$ cat config.mk
export PLATFORM = sky130hd
export DESIGN_NAME = div_seq
export DESIGN_NICKNAME = d
export VERILOG_FILES = /design/src/rtl/div_seq.sv
export SDC_FILE = /design/constraint.sdc
export NUM_CORES = 1
export LEC_CHECK = 0
export CAP_MARGIN = 20
export CORE_ASPECT_RATIO = 1.4
export CORE_UTILIZATION = 45
export CTS_CLUSTER_SIZE = 8
export DETAILED_ROUTE_END_ITERATION = 10
export PLACE_DENSITY = 0.81
export SLEW_MARGIN = 20
export SYNTH_ARGS = -nofsm -noshare
export SYNTH_HDL_FRONTEND = slang
export SYNTH_SLANG_ARGS = --single-unit
$ cat constraint.sdc
create_clock -name clk -period 2 [get_ports clk]
set_input_delay 0.2 -clock clk [delete_from_list [all_inputs] [get_ports clk]]
set_output_delay 0.2 -clock clk [all_outputs]
set_load 0.02 [all_outputs]
$ cat src/rtl/div_seq.sv
// Sequential radix-2 restoring fixed-point divider: o = (a << O_F_W) / b.
// Ports: clk, rst_n, in_valid/in_ready (a, b), out_valid/out_ready (o, ovf, dz).
module div_seq #(
    parameter int A_W   = 9,
    parameter int B_W   = 9,
    parameter int O_I_W = 4,
    parameter int O_F_W = 8,
    parameter int O_W   = O_I_W + O_F_W,
    parameter int ROUND = 0
) (
    input  logic           clk,
    input  logic           rst_n,
    input  logic           in_valid,
    output logic           in_ready,
    input  logic [A_W-1:0] a,
    input  logic [B_W-1:0] b,
    output logic           out_valid,
    input  logic           out_ready,
    output logic [O_W-1:0] o,
    output logic           ovf,
    output logic           dz
);

    localparam int N  = A_W + O_F_W;
    localparam int CW = $clog2(N + 1);
    // Wide enough for the rounded quotient plus at least one overflow bit.
    localparam int QW = (N + 1 > O_W + 1) ? N + 1 : O_W + 1;

    typedef enum logic [1:0] {
        IDLE,
        CALC,
        DONE
    } state_t;

    state_t state, state_nx;

    // dvd shifts dividend bits out of the top and quotient bits in at the
    // bottom, so after N steps it holds the full quotient.
    logic [N-1:0]   dvd;
    logic [B_W-1:0] bq;
    logic [B_W:0]   rem;
    logic [CW-1:0]  cnt;

    logic [B_W+1:0] rem_sh;
    logic [B_W+1:0] rem_nx;
    logic           qbit;
    logic [N-1:0]   q_full;
    logic           rnd;
    logic [QW-1:0]  q_ext;
    logic           sat;
    logic           last;

    always_comb begin
        rem_sh = {rem, dvd[N-1]};
        qbit   = rem_sh >= {2'b00, bq};
        rem_nx = qbit ? rem_sh - {2'b00, bq} : rem_sh;
        q_full = {dvd[N-2:0], qbit};
        rnd    = 1'b0;
        if (ROUND != 0) begin
            rnd = {rem_nx, 1'b0} >= {3'b000, bq};
        end
        q_ext = QW'(q_full) + QW'(rnd);
        sat   = |q_ext[QW-1:O_W];
        last  = (cnt == CW'(1));
    end

    always_comb begin
        state_nx = state;
        unique case (state)
            IDLE: begin
                if (in_valid) begin
                    state_nx = (b == '0) ? DONE : CALC;
                end
            end
            CALC: begin
                if (last) begin
                    state_nx = DONE;
                end
            end
            DONE: begin
                if (out_ready) begin
                    state_nx = IDLE;
                end
            end
            default: state_nx = IDLE;
        endcase
    end

    always_ff @(posedge clk or negedge rst_n) begin
        if (!rst_n) begin
            state <= IDLE;
        end else begin
            state <= state_nx;
        end
    end

    always_ff @(posedge clk or negedge rst_n) begin
        if (!rst_n) begin
            dvd <= '0;
            bq  <= '0;
            rem <= '0;
            cnt <= '0;
            o   <= '0;
            ovf <= 1'b0;
            dz  <= 1'b0;
        end else begin
            unique case (state)
                IDLE: begin
                    if (in_valid) begin
                        dvd <= {a, {O_F_W{1'b0}}};
                        bq  <= b;
                        rem <= '0;
                        cnt <= CW'(N);
                        if (b == '0) begin
                            o   <= '1;
                            ovf <= 1'b0;
                            dz  <= 1'b1;
                        end
                    end
                end
                CALC: begin
                    dvd <= q_full;
                    rem <= rem_nx[B_W:0];
                    cnt <= cnt - CW'(1);
                    if (last) begin
                        o   <= sat ? '1 : q_ext[O_W-1:0];
                        ovf <= sat;
                        dz  <= 1'b0;
                    end
                end
                default: ;
            endcase
        end
    end

    assign in_ready  = (state == IDLE);
    assign out_valid = (state == DONE);

endmodule

==> key figures <==
Global routing
  • Largest net degree at the start of global routing: 36
  • GRT Total Usage: 0.247
  • Vias in the first global route: 2755
  • First-pass GRT wire length: 13100 um
  • Initial antenna violation count: 0
  • Grt total ovfl: 0

STA
  • Final setup fails: 5
  • Fin crit share: 1.04
  • Final worst setup slack: -77.5 ps
  • Hold Fails Final Rpt: 0
  • Setup Skew: 7.47 ps
  • Slew margin rel.: 0.316
  • Setup TNS: -281 ps
  • Crit path time final: 2080 ps
  • RSZ-0062 raised after global routing: true
  • Highest Clock Rate: 481 MHz
  • Slew @ Worst Pin: 1020 ps
  • Pins Over Slew Limit: 0

Setup path
  • Largest stage delay, worst path: 390 ps
  • R2r setup slk: -80 ps
  • Worst r2r dst: rem[4]
  • CP bufs+invs: 1
  • Critical Path Fanout Max: 7
  • Cells along the critical path: ha_1, a21o_1, nor3_4, o31ai_4, or2_0, buf_4, a221o_1
  • Setup CP Type: reg -> reg
  • Setup crit end kind: register
  • Critical Path RT: 2230 ps
  • FF-to-FF path depth: 7
  • Worst R2R Start: rem[7]
  • CP delay by family, top: compound AO/OA/AOI/OAI gates
  • Critical path launch point type: register
  • WP data arrival: 2300 ps
  • Slowest-stage cell, CP: dfrtp_1

Floorplanning
  • Die ar.: 6940 um2
  • Site Rows: 34
  • Die width: 70.7 um
  • Die Y: 98.2 um
  • Initial core utilization: 0.472
  • CORE AREA: 6300 um2
  • I/O Pins: 38

Finish
  • Fill count: 474
  • Layout cells sized above 1: 0.204
  • N_diodes: 0
  • Final Cell Area: 4020 um2
  • Fin cells: 469
  • Reg area: 1430 um2
  • Synthesis-to-finish area growth: 35.2%
  • Final net count: 426
  • Final core occ: 0.638
  • Area of the multi-input gates: 1490 um2

Yosys
  • Top post-synthesis cells by count: 65 x nand2_1, 57 x dfrtp_1, 21 x nor2_1, 21 x o21ai_0, 16 x inv_1
  • Number of enable flip-flop cells after synthesis: 0
  • Top cells by area, synth: dfrtp_1 48%, nand2_1 8.2%, ha_1 4.6%
  • Top-area cell type share of the netlist area: 0.480
  • Ys async rst share: 1.00
  • Simple-Gate Fraction of Synth Area: 0.197
  • Post-Synthesis Cells: 319
  • Mux share of post-synthesis cell area: 0.0101
  • Avg Inst Size Synth: 9.32 um2
  • Ys Warns: 0
  • Cell with the most instances after synthesis: nand2_1
  • Ys flop type: dfrtp_1
  • Complex-gate fraction of the synthesized area: 0.188
  • Cell area after synthesis: 2970 um2
  • Unique masters post-synth: 51
  • Main combinational cell family by area after synthesis: simple AND/OR/NAND/NOR gates
  • Seq cells post-synth: 57
  • Register area share after synthesis: 0.480
  • Xor/xnor share of the synthesized area: 0.0206
  • Adder-Cell Fraction of Synth Area: 0.0531
  • Area leader, netlist: dfrtp_1
  • Net count after synthesis: 353

CTS
  • Clk_lat worst skew: 350 ps
  • CTS Sinks: 57
  • Root Driver: clkbuf_8
  • Clock slew at reported path FFs: 70 ps
  • Clk buf depth: 2
  • H-tree Lvls: 3
  • CTS tree: built
  • CTS buffer count: 9

Place
  • Placed insts: 447
  • Routability cong.: 0.963
  • Post-place setup slack: -123 ps
  • Placed cell area: 3670 um2
  • IO Port Bufs: 37
  • Post-DP HPWL: 5410 um

Route
  • Iteration-0 DRC count of the detailed router: 229
  • Routed WL: 7950 um
  • Residual DRC: 10
  • Wire per inst: 17.0 um
  • Via/cell ratio: 5.68
  • TritonRoute pass-1 iters: 8
  • DR vias: 2665
  • Post-DRT Antenna Nets: 0

Pwr
  • Net Switching: 3.31 mW
  • Clock power share: 0.155
  • Logic pwr share: 0.588
  • Lkg Pwr: 1.74 nW
  • Peak VDD IR: 1.02 mV
  • Reg power frac: 0.257
  • Pint: 4.50 mW
  • PwrDens: 1940 nW/um2
  • Sw Ratio: 0.424

Flow run
  • Total of max-cap violations: 0

Status
  • Failing checks: design-rule violations, negative setup slack
  • Status: finished, violations left

Hold path
  • Worst hold path class: in -> async
[worst max path at each step]
stage | endpoint | start | cells after the start
final | rem[4] | rem[7] | 7
after global placement | ovf | b[2] | 7
after detailed placement | o[3] | b[2] | 7
after CTS | rem[4] | rem[7] | 7
after global routing | rem[4] | rem[7] | 7
after floorplan | rem[4] | rem[3] | 7
[stage by stage]
| step | power (mW) | hold slack, ps |
|---|---|---|
| floorplan | 4.58 | -95.6 |
| global placement | 5.94 | 245 |
| detailed placement | 6.08 | 252 |
| CTS | 7.53 | 410 |
| global route | 8.38 | 424 |
| finish | 7.81 | 410 |
[power by group through the flow]
stage,Clock [mW],Sequential [mW],Combinational [mW]
6_report,1.21,2.01,4.59
5_1_grt,1.28,2.05,5.05
4_1_cts,1.22,1.98,4.33
3_5_place_dp,0,1.98,4.10
3_3_place_gp,0,1.97,3.98
2_1_floorplan,0,1.91,2.68
[final cells by class]
class | count | area share
Sequential cell | 57 | 0.355
Clock inverter | 5 | 0.0196
Inverter | 16 | 0.0149
Timing Repair Buffer | 81 | 0.181
Clock buffer | 11 | 0.0352
Tap cell | 72 | 0.0224
Multi-Input combinational cell | 227 | 0.372
[state kept, by name, summed over array words and instances, names as in the netlist]
name,count
bq,9
cnt,5
dvd,17
dz,1
o,12
ovf,1
rem,10
state,2
[cell usage in the layout (no fill, tap or decap), drive strengths merged, types with 3 or more instances in the layout]
master         netlist  final
clkinv               0      3
nor4                 3      3
mux2i                3      3
nor2                22     22
clkbuf               7     11
a21oi                9      9
nand3                7      7
a22oi                4      4
o22a                12     12
ha                  11     11
o21ai               24     24
nor3                 6      6
nand2b               7      7
nand2               65     65
xor2                 4      4
xnor2                3      3
a31oi                4      4
a221o                5      5
buf                 12     44
dfrtp               57     57
or2                  3      3
clkdlybuf4s50        0     36
o211ai               6      6
inv                 16     16
[cell families after synthesis]
logic type | after synthesis
and+or+nand+nor | 125
AOI/OAI and AO/OA | 80
DFF | 57
buffers and inverters | 35
adders and majority gates | 12
xor gates and xnor gates | 7
muxes | 3
[metal layers]
metal	GRT usage	up-vias	wire, um
li1	-	1260	-
met1	0.275	1300	3100
met2	0.433	78	4220
met3	0.0640	27	358
met4	0.122	0	272
met5	0	-	0
[timing repair]
item | 4_1_cts | 5_1_grt
gates resized for setup | 9 | 10
buffers inserted | 5 | 1
hold buffers | 1 | 0
hold endpoints to repair | 24 | 0
pin swaps | 4 | 7
endpoints found under the setup margin | 6 | 12
Power figures use the tool's default switching activity.
